**config.mk**
```make
export PLATFORM = sky130hd
export DESIGN_NAME = button_mode_sequencer
export DESIGN_NICKNAME = d
export VERILOG_FILES = /design/src/rtl/button_mode_sequencer_pkg.sv /design/src/rtl/btn_repeat_gen.sv /design/src/rtl/button_mode_sequencer.sv
export SDC_FILE = /design/constraint.sdc
export NUM_CORES = 1
export LEC_CHECK = 0
export ABC_AREA = 1
export CAP_MARGIN = 40
export CORE_AREA = 2 2 39 41
export CTS_CLUSTER_SIZE = 28
export DETAILED_ROUTE_END_ITERATION = 7
export DIE_AREA = 0 0 41 43
export DONT_BUFFER_PORTS = 1
export GPL_ROUTABILITY_DRIVEN = 0
export MAX_ROUTING_LAYER = met4
export PLACE_DENSITY = 0.5
export SYNTH_ARGS = -nofsm -noshare
export SYNTH_HDL_FRONTEND = slang
export SYNTH_SLANG_ARGS = --single-unit
export TNS_END_PERCENT = 50
```
**constraint.sdc**
```tcl
create_clock -name clk -period 2 [get_ports clk]
set_clock_uncertainty 0.15 [all_clocks]
set_input_delay 0.5 -clock clk [delete_from_list [all_inputs] [get_ports clk]]
set_output_delay 0.5 -clock clk [all_outputs]
set_load 0.005 [all_outputs]
```
**src/rtl/button_mode_sequencer_pkg.sv**
```systemverilog
// Shared state encoding and elaboration-time sizing helpers for the button mode sequencer.
package button_mode_sequencer_pkg;

    typedef enum logic [1:0] {
        ST_IDLE      = 2'b00,
        ST_ACTIVE    = 2'b01,
        ST_EXIT_WAIT = 2'b10
    } bms_state_e;

    function automatic int max3(input int a, input int b, input int c);
        int m;
        m = (a > b) ? a : b;
        return (m > c) ? m : c;
    endfunction

    // Width that never collapses to zero bits for trivial ranges.
    function automatic int clog2_min1(input int v);
        return (v <= 1) ? 1 : $clog2(v);
    endfunction

endpackage

```
**src/rtl/btn_repeat_gen.sv**
```systemverilog
// Per-button rising-edge detect plus hold-to-repeat timer; fire is a one-cycle strobe.
module btn_repeat_gen #(
    parameter int CNT_W  = 4,
    parameter int DELAY  = 0,
    parameter int PERIOD = 1
) (
    input  logic clk,
    input  logic rst_n,
    input  logic btn,
    input  logic clr,
    output logic fire
);
    // prev_low resets to 0 so a button held through reset never looks like a fresh press.
    logic             prev_low;
    logic [CNT_W-1:0] cnt;
    logic             edge_hit;
    logic             rep_hit;

    assign edge_hit = btn & prev_low & ~clr;
    assign rep_hit  = btn & ~clr & (cnt == CNT_W'(1));
    assign fire     = edge_hit | rep_hit;

    // cnt holds the cycles left until the next repeat; 0 means no repeat pending.
    always_ff @(posedge clk or negedge rst_n) begin
        if (!rst_n) begin
            prev_low <= 1'b0;
            cnt      <= '0;
        end else begin
            prev_low <= ~btn;
            if (clr || !btn || (DELAY == 0))
                cnt <= '0;
            else if (edge_hit)
                cnt <= CNT_W'(DELAY);
            else if (rep_hit)
                cnt <= CNT_W'(PERIOD);
            else if (cnt != '0)
                cnt <= cnt - 1'b1;
        end
    end

endmodule

```
**src/rtl/button_mode_sequencer.sv**
```systemverilog
// Converts debounced centre/left/right levels into a bounded mode index with
// edge stepping, optional auto-repeat, wrap/saturate ends and long-press exit.
module button_mode_sequencer
    import button_mode_sequencer_pkg::*;
#(
    parameter int NUM_MODES     = 4,
    parameter int INIT_IDX      = 0,
    parameter int WRAP          = 0,
    parameter int REPEAT_DELAY  = 0,
    parameter int REPEAT_PERIOD = 1,
    parameter int LONG_HOLD     = 0,
    localparam int IDX_W        = clog2_min1(NUM_MODES)
) (
    input  logic             clk,
    input  logic             rst_n,
    input  logic             btncZ,
    input  logic             btnlZ,
    input  logic             btnrZ,
    output logic             active,
    output logic [IDX_W-1:0] mode_idx,
    output logic             step_up,
    output logic             step_dn,
    output logic             at_lo,
    output logic             at_hi
);
    localparam int CNT_W = clog2_min1(max3(REPEAT_DELAY, REPEAT_PERIOD, LONG_HOLD) + 1);
    localparam logic [IDX_W:0]   MODES_X = (IDX_W+1)'(NUM_MODES);
    localparam logic [IDX_W-1:0] IDX_TOP = IDX_W'(NUM_MODES - 1);
    localparam logic [IDX_W-1:0] IDX_INI = IDX_W'(INIT_IDX);

    bms_state_e       state, state_nxt;
    logic [IDX_W-1:0] idx_q, idx_nxt;
    logic             up_nxt, dn_nxt;
    logic             c_prev_low;
    logic [CNT_W-1:0] hold_cnt;
    logic             c_rise, rpt_clr, fire_l, fire_r, long_exit;
    logic [IDX_W:0]   idx_inc;

    assign c_rise    = btncZ & c_prev_low;
    // Centre has priority and simultaneous L/R cancels both repeat sequences.
    assign rpt_clr   = (btnlZ & btnrZ) | btncZ | (state != ST_ACTIVE);
    assign long_exit = (LONG_HOLD > 0) && (state == ST_ACTIVE) && btncZ &&
                       (hold_cnt == CNT_W'(LONG_HOLD - 1));
    assign idx_inc   = {1'b0, idx_q} + 1'b1;

    btn_repeat_gen #(.CNT_W(CNT_W), .DELAY(REPEAT_DELAY), .PERIOD(REPEAT_PERIOD)) u_rpt_l (
        .clk(clk), .rst_n(rst_n), .btn(btnlZ), .clr(rpt_clr), .fire(fire_l)
    );
    btn_repeat_gen #(.CNT_W(CNT_W), .DELAY(REPEAT_DELAY), .PERIOD(REPEAT_PERIOD)) u_rpt_r (
        .clk(clk), .rst_n(rst_n), .btn(btnrZ), .clr(rpt_clr), .fire(fire_r)
    );

    always_comb begin
        state_nxt = state;
        idx_nxt   = idx_q;
        up_nxt    = 1'b0;
        dn_nxt    = 1'b0;
        case (state)
            ST_IDLE: begin
                if (c_rise) begin
                    state_nxt = ST_ACTIVE;
                    idx_nxt   = IDX_INI;
                end
            end
            ST_ACTIVE: begin
                if (c_rise) begin
                    idx_nxt = IDX_INI;
                end else if (fire_l) begin
                    if (idx_inc < MODES_X) begin
                        idx_nxt = idx_inc[IDX_W-1:0];
                        up_nxt  = 1'b1;
                    end else if (WRAP != 0) begin
                        idx_nxt = '0;
                        up_nxt  = 1'b1;
                    end
                end else if (fire_r) begin
                    if (idx_q != '0) begin
                        idx_nxt = idx_q - IDX_W'(1);
                        dn_nxt  = 1'b1;
                    end else if (WRAP != 0) begin
                        idx_nxt = IDX_TOP;
                        dn_nxt  = 1'b1;
                    end
                end
                if (long_exit)
                    state_nxt = ST_EXIT_WAIT;
            end
            ST_EXIT_WAIT: begin
                if (!btncZ)
                    state_nxt = ST_IDLE;
            end
            default: state_nxt = ST_IDLE;
        endcase
    end

    always_ff @(posedge clk or negedge rst_n) begin
        if (!rst_n) begin
            state      <= ST_IDLE;
            idx_q      <= '0;
            step_up    <= 1'b0;
            step_dn    <= 1'b0;
            c_prev_low <= 1'b0;
            hold_cnt   <= '0;
        end else begin
            state      <= state_nxt;
            idx_q      <= idx_nxt;
            step_up    <= up_nxt;
            step_dn    <= dn_nxt;
            c_prev_low <= ~btncZ;
            if ((state == ST_ACTIVE) && btncZ) begin
                if (hold_cnt != '1)
                    hold_cnt <= hold_cnt + 1'b1;
            end else begin
                hold_cnt <= '0;
            end
        end
    end

    assign active   = (state != ST_IDLE);
    assign mode_idx = idx_q;
    assign at_lo    = (idx_q == '0);
    assign at_hi    = (idx_q == IDX_TOP);

endmodule

```
==> qor.yml, run 1 <==
dieArea_sq_um: 1760
rows: 14
grt_pass1_vias: 332
grt_max_degree: 9
drt_first_iter_violations: 10
crit_path_max_incr_delay_ps: 420
maxCapViolCount: 0
fin_nets: 62
mostFrequentLayoutCells: "16 x nand2_1, 8 x inv_1, 8 x dfrtp_1"
slew_headroom: 0.734
initial_core_util: 0.293
io_pins: 12
synth_area_leaders: "dfrtp_1 49%, nand2_1 15%, inv_1 7.4%"
seq_area_sq_um: 200
drc: 0
crit_type: "register to output port"
synth-warning-count: 0
num-fill-cells: 150
drt-total-wl_um: 739
portBuffers: 0
path_buf_inv: 1
yosysTopAreaCell: "dfrtp_1"
areaGrowthSynthToFinish_pct: 13.0
drive_gt1_frac: 0.170
final.period_utilization: 0.818
grt_busiest_layer: "met2"
clk_path_buf_depth: 2
dp_hpwl_um: 609
die_w_um: 41
gr-usage-all-layers: 0.112
min_period_ps: 1640
ir_drop_v: 0.000355
crit_path_top_delay_cell: "dfrtp_1"
cts_inserted_buffers: 3
rsz0062_at_grt: "no"
endpoint_kind: "output port"
avgSynthCellArea_sq_um: 8.27
cts_setup_buffers: 0
ant_nets: 0
htreeDepth: 1
cp.required_ps: 1350
netlist.area_leader.share: 0.494
status: "finished, final reports clean"
antenna_found_initial: 0
holdCritPathClass: "input port to register"
ctsResizeCount: 0
fin_hold_ws_ps: 152
syn_inst: 49
met2_usage: 0.147
cp-start-kind: "register"
met1_usage: 0.138
syn_nets: 56
cts_tree: "done"
p_leak_uw: 0.000263
yosysSeqAreaShare: 0.494
clock_latency_ps: 250
finalHoldViolCount: 0
wl_per_cell_um: 10.7
clock_sinks: 8
slew_viol_final: 0
grt_overflow: 0
ys_ff_latch: 8
use_met3: 0.0681
cp.arrival_ps: 990
die_h_um: 43
via_per_inst: 4.58
grt_pass1_wl_um: 1240
clk_pin_slew_worst_paths_ps: 50
root_buffer: "clkbuf_4"
worst_slew_pin_slew_ps: 397
crit_fanout: 4
synthesis.area_sq_um: 405
multiInputGateArea_sq_um: 171
crit_chain: "inv_1 > ha_1"
tns_ps: 0
core_area_sq_um: 1380
antenna_cells: 0
final_common_cell: "nand2_1"
dr_total_vias: 316
setup_violations: 0
dr.pass1.iters: 5
ys_types: 12
critPathTopFamily: "flip-flops"
fmax_ghz: 0.611
power_density_nw_per_um2: 996
==> path summary, 6_finish.rpt <==
check,start,to,slack [ps],cells after the start
setup / recovery,mode_idx[0]$_DFFE_PN0P_,at_lo,360,2
hold reg to reg,mode_idx[0]$_DFFE_PN0P_,mode_idx[0]$_DFFE_PN0P_,400,2
setup reg to reg,mode_idx[0]$_DFFE_PN0P_,mode_idx[1]$_DFFE_PN0P_,580,8
max in group asynchronous,rst_n,mode_idx[0]$_DFFE_PN0P_,960,1
min in group asynchronous,rst_n,u_rpt_r.prev_low$_DFF_PN0_,460,1
hold / removal,btncZ,c_prev_low$_DFF_PN0_,150,1
==> state kept, by name, indices dropped and copies added (netlist names) <==
name	flops
step_dn	1
mode_idx	2
u_rpt_l.prev_low	1
state	1
c_prev_low	1
step_up	1
u_rpt_r.prev_low	1
==> worst reg2reg max path: cells and delay by family, from the launching register on <==
family	cells	cell delay (ps)
buf+inv	2	160
fa+ha+maj	1	250
simple gates	5	360
flops	1	400
==> stage by stage <==
stage / power (uW) / std cells / instance area [sq um] / setup WS [ps] / util
after CTS: 466 / 69 / 458 / 349 / 0.331
final: 456 / 69 / 458 / 363 / 0.331
after detailed placement: 336 / 65 / 425 / 564 / 0.307
after global routing: 502 / 69 / 458 / 300 / 0.331
after floorplan: 311 / 49 / 405 / 681 / -
after global placement: 334 / 65 / 425 / 562 / 0.307
==> report_power, final <==
part | internal, uW | leakage [uW] | switching (uW) | total (uW)
Sequential | 184 | 0.0000958 | 22.5 | 207
Combinational | 50.3 | 0.000154 | 76.2 | 127
Clock | 68.6 | 0.0000138 | 54.1 | 123
==> routing by layer <==
layer	wire length, um	vias to the layer above
li1	-	162
met1	339	143
met2	334	11
met3	65	0
met4	0	0
met5	0	-
==> repair_timing <==
item | CTS | global route
endpoints found under the setup margin | 0 | 0
hold buffers | 1 | 0
endpoints found under the hold margin | 8 | 0
==> layout make-up <==
class / count / area share
timing repair buffer: 1 / 0.0219
sequential: 8 / 0.437
multi-input combinational: 32 / 0.374
clock buffer: 3 / 0.0492
inverter: 9 / 0.0738
tap: 16 / 0.0437
==> cell usage after synthesis <==
| cell | n |
|---|---|
| inv_2 | 1 |
| ha_1 | 2 |
| dfrtp_1 | 8 |
| inv_1 | 8 |
| nand3_2 | 2 |
| a21oi_1 | 1 |
| nor2_1 | 4 |
| nor2_2 | 2 |
| nand4_1 | 2 |
| nor2_4 | 1 |
| nand3_1 | 2 |
| nand2_1 | 16 |
==> cell families after synthesis <==
group | synth area share
flip-flops | 0.494
AND/OR/NAND/NOR | 0.349
adder cells (fa/ha/maj) | 0.0617
buffers and inverters | 0.0833
AO/OA/AOI/OAI | 0.0123
No activity file was read; power rests on OpenSTA's default activity.
==> run 2: changes to the inputs <==
==> constraint.sdc (replaced) <==
create_clock -name clk -period 1.55 [get_ports clk]
set_clock_uncertainty 0.15 [all_clocks]
set_input_delay 0.3875 -clock clk [delete_from_list [all_inputs] [get_ports clk]]
set_output_delay 0.3875 -clock clk [all_outputs]
set_load 0.005 [all_outputs]
==> run 2 against run 1 <==
Setup slack got worse by 290 ps; register-to-register slack got worse by 370 ps; final cell count did not move; core utilization rose by 0.90 points; sequential share of layout area fell by 1.2 points; clock power rose by 33%; critical path type unchanged; sequential power rose by 29%; total power rose by 39%; cell area rose by 2.7%; combinational power rose by 59%; first-iteration DRC count did not move.
==> qor.yml, run 2 (synthesized netlist as in run 1, its figures left out) <==
antenna_found_initial: 0
final.period_utilization: 0.954
grt_pass1_wl_um: 1170
cp_num_cells: 1
power_frac_seq: 0.423
cp.arrival_ps: 940
worst_slew_pin_slew_ps: 385
total_power_uw: 633
initial_core_util: 0.293
core_area_sq_um: 1380
via_per_inst: 4.41
slew_headroom: 0.743
io_pins: 12
p_int_uw: 417
cp.required_ps: 1010
ir_drop_v: 0.000550
seq_area_sq_um: 200
crit_type: "register to output port"
power_density_nw_per_um2: 1350
dp_hpwl_um: 575
post-place-ws_ps: 129
status: "finished, final reports clean"
gr-usage-all-layers: 0.110
htreeDepth: 1
final_common_cell: "nand2_1"
critPathTopFamily: "flip-flops"
dieArea_sq_um: 1760
dr_total_vias: 304
num-fill-cells: 150
switching_share: 0.341
drt-total-wl_um: 742
die_w_um: 41
setup_violations: 0
rows: 14
mostFrequentLayoutCells: "16 x nand2_1, 8 x dfrtp_1, 7 x inv_1"
crit_fanout: 4
min_period_ps: 1480
antenna_cells: 0
cp-start-kind: "register"
multiInputGateArea_sq_um: 184
p_clk_frac: 0.258
wl_per_cell_um: 10.8
placed_area_sq_um: 425
dr.pass1.iters: 4
cts_tree: "done"
clock_sinks: 8
drt_first_iter_violations: 10
reg2regPathDepth: 8
fmax_ghz: 0.676
p_leak_uw: 0.000263
root_buffer: "clkbuf_4"
cts_inserted_buffers: 3
clk_path_buf_depth: 2
cts_setup_buffers: 0
fin_util: 0.340
finalHoldViolCount: 0
grt_max_degree: 9
maxCapViolCount: 0
areaGrowthSynthToFinish_pct: 16.0
power_frac_comb: 0.320
holdCritPathClass: "input port to register"
rsz0062_at_grt: "no"
crit_path_top_delay_cell: "dfrtp_1"
clock_latency_ps: 250
endpoint_kind: "output port"
fin_nets: 62
holdPathStages: 1
largest_reg_flops: 2
portBuffers: 0
slew_viol_final: 0
design_area_sq_um: 470
ant_nets: 0
setup_ws_ps: 71.4
crit_path_max_incr_delay_ps: 420
grt_overflow: 0
die_h_um: 43
clk_pin_slew_worst_paths_ps: 60
grt_pass1_vias: 262
drc: 0
crit_chain: "ha_1"
tns_ps: 0
drive_gt1_frac: 0.208
p_sw_uw: 216
path_buf_inv: 0
## run 2: timing repair
action / 4_1_cts / 5_1_grt
hold buffers: 1 / 0
resized for setup: 0 / 3
endpoints found under the hold margin: 8 / 0
endpoints found under the setup margin: 0 / 1
## run 2: power by group through the flow
| stage | logic [uW] | registers, uW | clock network [uW] |
|---|---|---|---|
| CTS | 170 | 268 | 171 |
| global route | 241 | 274 | 179 |
| global placement | 159 | 271 | 0 |
| floorplan | 136 | 265 | 0 |
| detailed placement | 162 | 270 | 0 |
| finish | 202 | 268 | 163 |
## run 2: final cells by class
cell class,instances,area share
flip-flops and latches,8,0.426
multi-input cells,32,0.391
inverters,9,0.0718
clock buffers,3,0.0479
well taps,16,0.0426
repair buffers,1,0.0213
## run 2: final timing paths
kind | start | endpoint | slack, ps
worst max-delay path | mode_idx[0]$_DFFE_PN0P_ | at_hi | 70
worst min-delay path | btncZ | c_prev_low$_DFF_PN0_ | 30
worst max register to register | mode_idx[1]$_DFFE_PN0P_ | mode_idx[1]$_DFFE_PN0P_ | 210
worst min register to register | mode_idx[0]$_DFFE_PN0P_ | mode_idx[0]$_DFFE_PN0P_ | 410
max in group asynchronous | rst_n | mode_idx[0]$_DFFE_PN0P_ | 640
min in group asynchronous | rst_n | u_rpt_r.prev_low$_DFF_PN0_ | 340
## run 2: metal layers
layer  track usage  vias to the layer above  share of wire
met3        0.0628                        4          0.098
met2         0.103                       13           0.37
met1         0.150                      128           0.49
met5             -                        -              0
met4         0.100                        0          0.035
li1              -                      159              -
## run 2: through the flow
step	instances	hold WS, ps
6_report	69	33.1
5_1_grt	69	18.6
4_1_cts	69	22.6
3_5_place_dp	65	-57.9
3_3_place_gp	65	-57.9
2_1_floorplan	49	-58.1
